===== config.mk =====
export PLATFORM = sky130hd
export DESIGN_NAME = seg7_scan_ctrl
export DESIGN_NICKNAME = d
export VERILOG_FILES = /design/src/rtl/seg7_scan_ctrl.sv
export SDC_FILE = /design/constraint.sdc
export NUM_CORES = 1
export LEC_CHECK = 0
export ABC_AREA = 0
export BUFFER_PORTS_ARGS = -buffer_cell sky130_fd_sc_hd__buf_2
export CORE_ASPECT_RATIO = 0.8
export CORE_MARGIN = 2
export CORE_UTILIZATION = 59
export DETAILED_ROUTE_END_ITERATION = 10
export PLACE_DENSITY = 0.79
export SLEW_MARGIN = 20
export SYNTH_ARGS = -nofsm -noshare
export SYNTH_HDL_FRONTEND = slang
export SYNTH_SLANG_ARGS = --single-unit

===== constraint.sdc =====
create_clock -name clk_i -period 3.5 [get_ports clk_i]
set_input_delay 0.35 -clock clk_i [delete_from_list [all_inputs] [get_ports clk_i]]
set_output_delay 0.35 -clock clk_i [all_outputs]
set_load 0.02 [all_outputs]

===== src/rtl/seg7_scan_ctrl.sv =====
// seg7_scan_ctrl
// Scan scheduler for a four-digit multiplexed seven-segment display.
// One shared decoder is time-multiplexed across four active-low anodes.
// Each slot starts with a blanking interval to avoid ghosting.
// New display values are staged in a shadow set. They move to the active
// set only at a frame boundary, so a frame never mixes old and new digits.
// All outputs are registered. They are driven from the *_next values, so
// each output lines up exactly with the cycle counter.
module seg7_scan_ctrl #(
  parameter int DIV       = 100000,
  parameter int BLANK     = 1000,
  parameter int BLINK_DIV = 125
) (
  input  logic        clk_i,
  input  logic        rst_i,
  input  logic [15:0] value_i,
  input  logic [3:0]  digit_en_i,
  input  logic [3:0]  blink_mask_i,
  input  logic        lz_suppress_i,
  input  logic        load_i,
  output logic [3:0]  anode_o,
  output logic [3:0]  digit_o,
  output logic        digit_valid_o,
  output logic [1:0]  slot_o
);

  localparam int CW = (DIV > 1) ? $clog2(DIV) : 1;
  localparam int FW = (BLINK_DIV > 1) ? $clog2(BLINK_DIV) : 1;

  localparam logic [CW-1:0] LAST_CNT   = CW'(DIV - 1);
  localparam logic [CW-1:0] BLANK_LAST = CW'(BLANK - 1);
  localparam logic [FW-1:0] FRAME_LAST = FW'(BLINK_DIV - 1);

  typedef enum logic {
    ST_BLANK = 1'b0,
    ST_DRIVE = 1'b1
  } state_t;

  // scan timing
  state_t        state_reg, state_next;
  logic [CW-1:0] cnt_reg, cnt_next;
  logic [1:0]    slot_reg, slot_next;
  logic          slot_end;
  logic          frame_end;

  // blink timing
  logic [FW-1:0] frame_reg, frame_next;
  logic          phase_reg, phase_next;

  // shadow register set, written by any load
  logic [15:0]   sh_value_reg;
  logic [3:0]    sh_en_reg;
  logic [3:0]    sh_mask_reg;
  logic          sh_lz_reg;
  logic          pending_reg, pending_next;

  // active register set, seen by the display
  logic [15:0]   act_value_reg, act_value_next;
  logic [3:0]    act_en_reg, act_en_next;
  logic [3:0]    act_mask_reg, act_mask_next;
  logic          act_lz_reg, act_lz_next;

  // per-slot output state
  logic [3:0]    vis_digit;
  logic [3:0]    supp_digit;
  logic          visible_reg, visible_next;
  logic [3:0]    digit_reg, digit_next;
  logic          valid_reg, valid_next;
  logic [3:0]    anode_reg, anode_next;

  assign slot_end  = (cnt_reg == LAST_CNT);
  assign frame_end = slot_end && (slot_reg == 2'd3);

  // Scan state register: blanking/drive phase, cycle-in-slot and slot index.
  always_ff @(posedge clk_i) begin
    if (rst_i) begin
      state_reg <= ST_BLANK;
      cnt_reg   <= '0;
      slot_reg  <= 2'd0;
    end else begin
      state_reg <= state_next;
      cnt_reg   <= cnt_next;
      slot_reg  <= slot_next;
    end
  end

  // Scan next state: BLANK for the first BLANK cycles of a slot, then DRIVE to the slot end.
  always_comb begin
    state_next = state_reg;
    cnt_next   = cnt_reg + 1'b1;
    slot_next  = slot_reg;
    if (slot_end) begin
      cnt_next  = '0;
      slot_next = slot_reg + 2'd1;
    end
    case (state_reg)
      ST_BLANK: if (cnt_reg == BLANK_LAST) state_next = ST_DRIVE;
      ST_DRIVE: if (slot_end)              state_next = ST_BLANK;
      default:                             state_next = ST_BLANK;
    endcase
  end

  // Register-set transfer and blink phase: both change only at a frame boundary.
  // A load in the boundary cycle itself bypasses the shadow set.
  always_comb begin
    act_value_next = act_value_reg;
    act_en_next    = act_en_reg;
    act_mask_next  = act_mask_reg;
    act_lz_next    = act_lz_reg;
    pending_next   = pending_reg | load_i;
    frame_next     = frame_reg;
    phase_next     = phase_reg;
    if (frame_end) begin
      pending_next = 1'b0;
      if (load_i) begin
        act_value_next = value_i;
        act_en_next    = digit_en_i;
        act_mask_next  = blink_mask_i;
        act_lz_next    = lz_suppress_i;
      end else if (pending_reg) begin
        act_value_next = sh_value_reg;
        act_en_next    = sh_en_reg;
        act_mask_next  = sh_mask_reg;
        act_lz_next    = sh_lz_reg;
      end
      if (frame_reg == FRAME_LAST) begin
        frame_next = '0;
        phase_next = ~phase_reg;
      end else begin
        frame_next = frame_reg + 1'b1;
      end
    end
  end

  // Shadow set capture: the last load in a frame wins.
  always_ff @(posedge clk_i) begin
    if (rst_i) begin
      sh_value_reg <= '0;
      sh_en_reg    <= '0;
      sh_mask_reg  <= '0;
      sh_lz_reg    <= 1'b0;
    end else if (load_i) begin
      sh_value_reg <= value_i;
      sh_en_reg    <= digit_en_i;
      sh_mask_reg  <= blink_mask_i;
      sh_lz_reg    <= lz_suppress_i;
    end
  end

  // Active set, pending flag and blink counters.
  always_ff @(posedge clk_i) begin
    if (rst_i) begin
      act_value_reg <= '0;
      act_en_reg    <= '0;
      act_mask_reg  <= '0;
      act_lz_reg    <= 1'b0;
      pending_reg   <= 1'b0;
      frame_reg     <= '0;
      phase_reg     <= 1'b0;
    end else begin
      act_value_reg <= act_value_next;
      act_en_reg    <= act_en_next;
      act_mask_reg  <= act_mask_next;
      act_lz_reg    <= act_lz_next;
      pending_reg   <= pending_next;
      frame_reg     <= frame_next;
      phase_reg     <= phase_next;
    end
  end

  // Per-digit visibility, evaluated from the set that is active in the coming cycle.
  // Digit 0 always shows, even when every digit is zero.
  // Digits 1..3 are suppressed when they and every digit above them are zero.
  generate
    for (genvar gi = 0; gi < 4; gi++) begin : g_vis
      if (gi == 0) begin : g_lsd
        assign supp_digit[gi] = 1'b0;
      end else begin : g_upper
        assign supp_digit[gi] = act_lz_next && (act_value_next[15:4*gi] == '0);
      end
      assign vis_digit[gi] = act_en_next[gi]
                           && !(phase_next && act_mask_next[gi])
                           && !supp_digit[gi];
    end
  endgenerate

  // Output next values.
  // Visibility and digit are latched on the first BLANK cycle of a slot,
  // which gives the decoder the whole blanking interval to settle.
  always_comb begin
    visible_next = visible_reg;
    digit_next   = digit_reg;
    if (cnt_next == '0) begin
      visible_next = vis_digit[slot_next];
      digit_next   = act_value_next[{slot_next, 2'b00} +: 4];
    end
    valid_next = (state_next == ST_DRIVE) && visible_next;
    anode_next = ~({3'b000, valid_next} << slot_next);
  end

  // Registered outputs.
  always_ff @(posedge clk_i) begin
    if (rst_i) begin
      visible_reg <= 1'b0;
      digit_reg   <= 4'd0;
      valid_reg   <= 1'b0;
      anode_reg   <= 4'b1111;
    end else begin
      visible_reg <= visible_next;
      digit_reg   <= digit_next;
      valid_reg   <= valid_next;
      anode_reg   <= anode_next;
    end
  end

  assign anode_o       = anode_reg;
  assign digit_o       = digit_reg;
  assign digit_valid_o = valid_reg;
  assign slot_o        = slot_reg;

endmodule


==> flow_summary.ini <==
[run_status]
status = finished clean

[detailed_routing]
vias = 4072
detail-route-antenna-nets = 0
drt_iter0_markers = 284
wl_um = 11150
first_pass_iters = 5
viasPerCell = 6.333
drc = 0
wl_per_cell_um = 17.33

[die]
chipWidth_um = 100.2
die_height_um = 80.96
io_pins = 39
core_um2 = 7287
rows = 28
die_area_um2 = 8112
start_util_pct = 59.94

[cells_and_area]
layout_commonest_cell = dfxtp_1
nets = 581
final_cell_area_um2 = 4781
largest_register_ffs = 17
instances_no_fill = 643
num-fill-cells = 636
areaGrowthSynthToFinish_pct = 9.453
regArea_um2 = 1782
multiInputGateArea_um2 = 2399
drive_above_1_share_pct = 14.83
mostFrequentLayoutCells = dfxtp_1, nor2_1, nand2_1
antennaDiodeCount = 0

[pwr]
power_mw = 1.800
p_leak_nw = 1.787
p_per_area_nw_per_um2 = 376.4
ir_worst_vdd_v = 0.0002345

[synthesis]
synth_edf_count = 0
yosysWarnings = 0
synth_nets = 558
syn_avg_cell_area_um2 = 8.304
netlist_area_um2 = 4368
synthCells = 526
synth_top_flop_cell = dfxtp_1
seq_area_frac_synth_pct = 40.79
ys_async_sr_fraction_pct = 0
synth_cell_type_count = 57
synth-seq-cells = 89

[timing]
fmax_mhz = 304.3
tns_ns = 0
relSlewSlack_pct = 33.78
worst_slew_pin_slew_ns = 0.9862
drv_slew = 0
finalCriticalPeriod_ns = 3.286
fin_ws_ns = 0.2140
fin_crit_sh_pct = 93.89
hold_viol = 0
grt_setup_unrepaired = no
skew_ns = 0.01315
setup_viol = 0

[placed_design]
dp_cells = 626
gp_congestion = 0.9457
dpl-instance-area_um2 = 4594
portBuffers = 38
hpwl_um = 7828
pre_cts_slack_ns = 0.2726

[global_routing]
antenna_found_initial = 0
use_met2_pct = 42.82
grt_overflow_total = 0
grt_pass1_wl_um = 17920
grt_pass1_vias = 3656
grtUsageMet3_pct = 8.348
grt_max_degree = 51
top_usage_layer = met2
grt_util_all_layers_pct = 28.17
grt_use_met1_pct = 39.20

[clocking]
clockBufferDepth = 2
cts_tree = built
cts_buffers = 9
clock_latency_ns = 0.36
clkSlewWorstSetupHoldPaths_ns = 0.08
cts.sinks = 89
h-tree-depth = 3
cts_hold_buf = 0
cts_root_buffer = clkbuf_8

[setup_path]
cp.required_ns = 3.69
crit_arrival_ns = 3.48
r2r_slack_ns = 0.21
rr_endpoint = anode_o[0]
setup.worst_path.end_class = flop
reg2reg_depth = 10
critical_path_class = flop to flop
crit_path_start_kind = flop
path_max_fanout = 13
crit-reg2reg-launch = cnt_reg[11]

[min_path]
min_from = blink_mask_i[2]
hold_class = input pin to flop
worstHoldPathCells = 3
min_to = sh_mask_reg[2]

[job]
drv_cap = 0
==> repair_timing <==
| item | CTS | global route |
|---|---|---|
| setup endpoints to repair | 0 | 9 |
| resized for setup | 0 | 1 |
| buffers inserted | 0 | 2 |
==> Yosys cell counts, types with 3 or more instances <==
cell type / instances / area [um2]
a21oi_1: 35 / 175.2
xor2_1: 9 / 78.83
nor2_1: 84 / 315.3
o221ai_1: 5 / 43.79
and2_1: 7 / 43.79
inv_1: 8 / 30.03
or3_1: 7 / 43.79
nor4_1: 3 / 18.77
nor3_1: 17 / 85.08
a21o_1: 3 / 22.52
a31oi_1: 10 / 62.56
o21ai_0: 11 / 55.05
nand4b_1: 3 / 26.28
buf_2: 4 / 20.02
o311ai_0: 3 / 26.28
xnor2_1: 16 / 140.1
and3_1: 3 / 18.77
nor2b_1: 8 / 50.05
or2_2: 5 / 31.28
nand2_1: 40 / 150.1
dfxtp_1: 89 / 1782
o22ai_1: 27 / 168.9
nand3_1: 13 / 65.06
clkbuf_1: 27 / 101.4
mux2i_1: 28 / 280.3
a211oi_1: 8 / 60.06
buf_1: 7 / 26.28
ha_1: 4 / 50.05
nand4_1: 8 / 50.05
==> how the worst max path moves through the flow <==
stage / from / endpoint / cells past startpoint
final: cnt_reg[11] / anode_o[0] / 10
after global routing: cnt_reg[0] / anode_o[0] / 10
after CTS: cnt_reg[4] / anode_o[0] / 9
after detailed placement: cnt_reg[4] / anode_o[0] / 9
after global placement: cnt_reg[4] / anode_o[0] / 9
after floorplan: cnt_reg[11] / anode_o[0] / 8
==> cell families (layout without fill, tap and decap cells) <==
family	count (synthesis)	count (layout)	share of synthesized area [%]
buffers and inverters	48	75	4.498
AOI/OAI and AO/OA	119	119	17.85
muxes	30	30	6.932
DFF	89	89	40.79
xor gates and xnor gates	25	25	5.013
and+or+nand+nor	211	211	23.78
adders and majority gates	4	4	1.146
==> power breakdown <==
| part | total (mW) | switching [mW] | internal [mW] | leakage [nW] |
|---|---|---|---|---|
| Combinational | 0.135 | 0.0818 | 0.0533 | 0.982 |
| Sequential | 1.05 | 0.0189 | 1.03 | 0.723 |
| Clock | 0.613 | 0.342 | 0.272 | 0.0822 |
==> layer usage <==
metal / vias up / share of wire, %
met4: 0 / 1.7
met2: 184 / 45
met5: - / 0
met1: 1947 / 45
met3: 23 / 8.9
li1: 1918 / -
==> per-stage QoR <==
stage / hold slack, ns / utilization (%)
detailed placement: 0.4610 / 63.05
finish: 0.2403 / 65.61
global placement: 0.4400 / 63.05
CTS: 0.2324 / 65.28
global route: 0.2518 / 65.61
floorplan: 0.4300 / -
==> critical path: stages, from the launching register on <==
cell     delay [ns]
dfxtp_1        0.38
or4_4          0.59
nor4_2         0.27
buf_4          0.23
nand2_1        0.19
and3_1         0.24
a21oi_1        0.39
a41oi_1        0.18
a31oi_1        0.30
o311a_1        0.25
nand3_1        0.08
==> layout make-up <==
class                   count  share of cell area, %
clock inverters             3                 0.3664
well taps                  90                  2.355
inverters                   8                 0.6281
flip-flops and latches     89                  37.27
multi-input cells         389                  50.17
clock buffers              12                  3.036
repair buffers             52                  6.176
(Power assumes the default switching activity.)
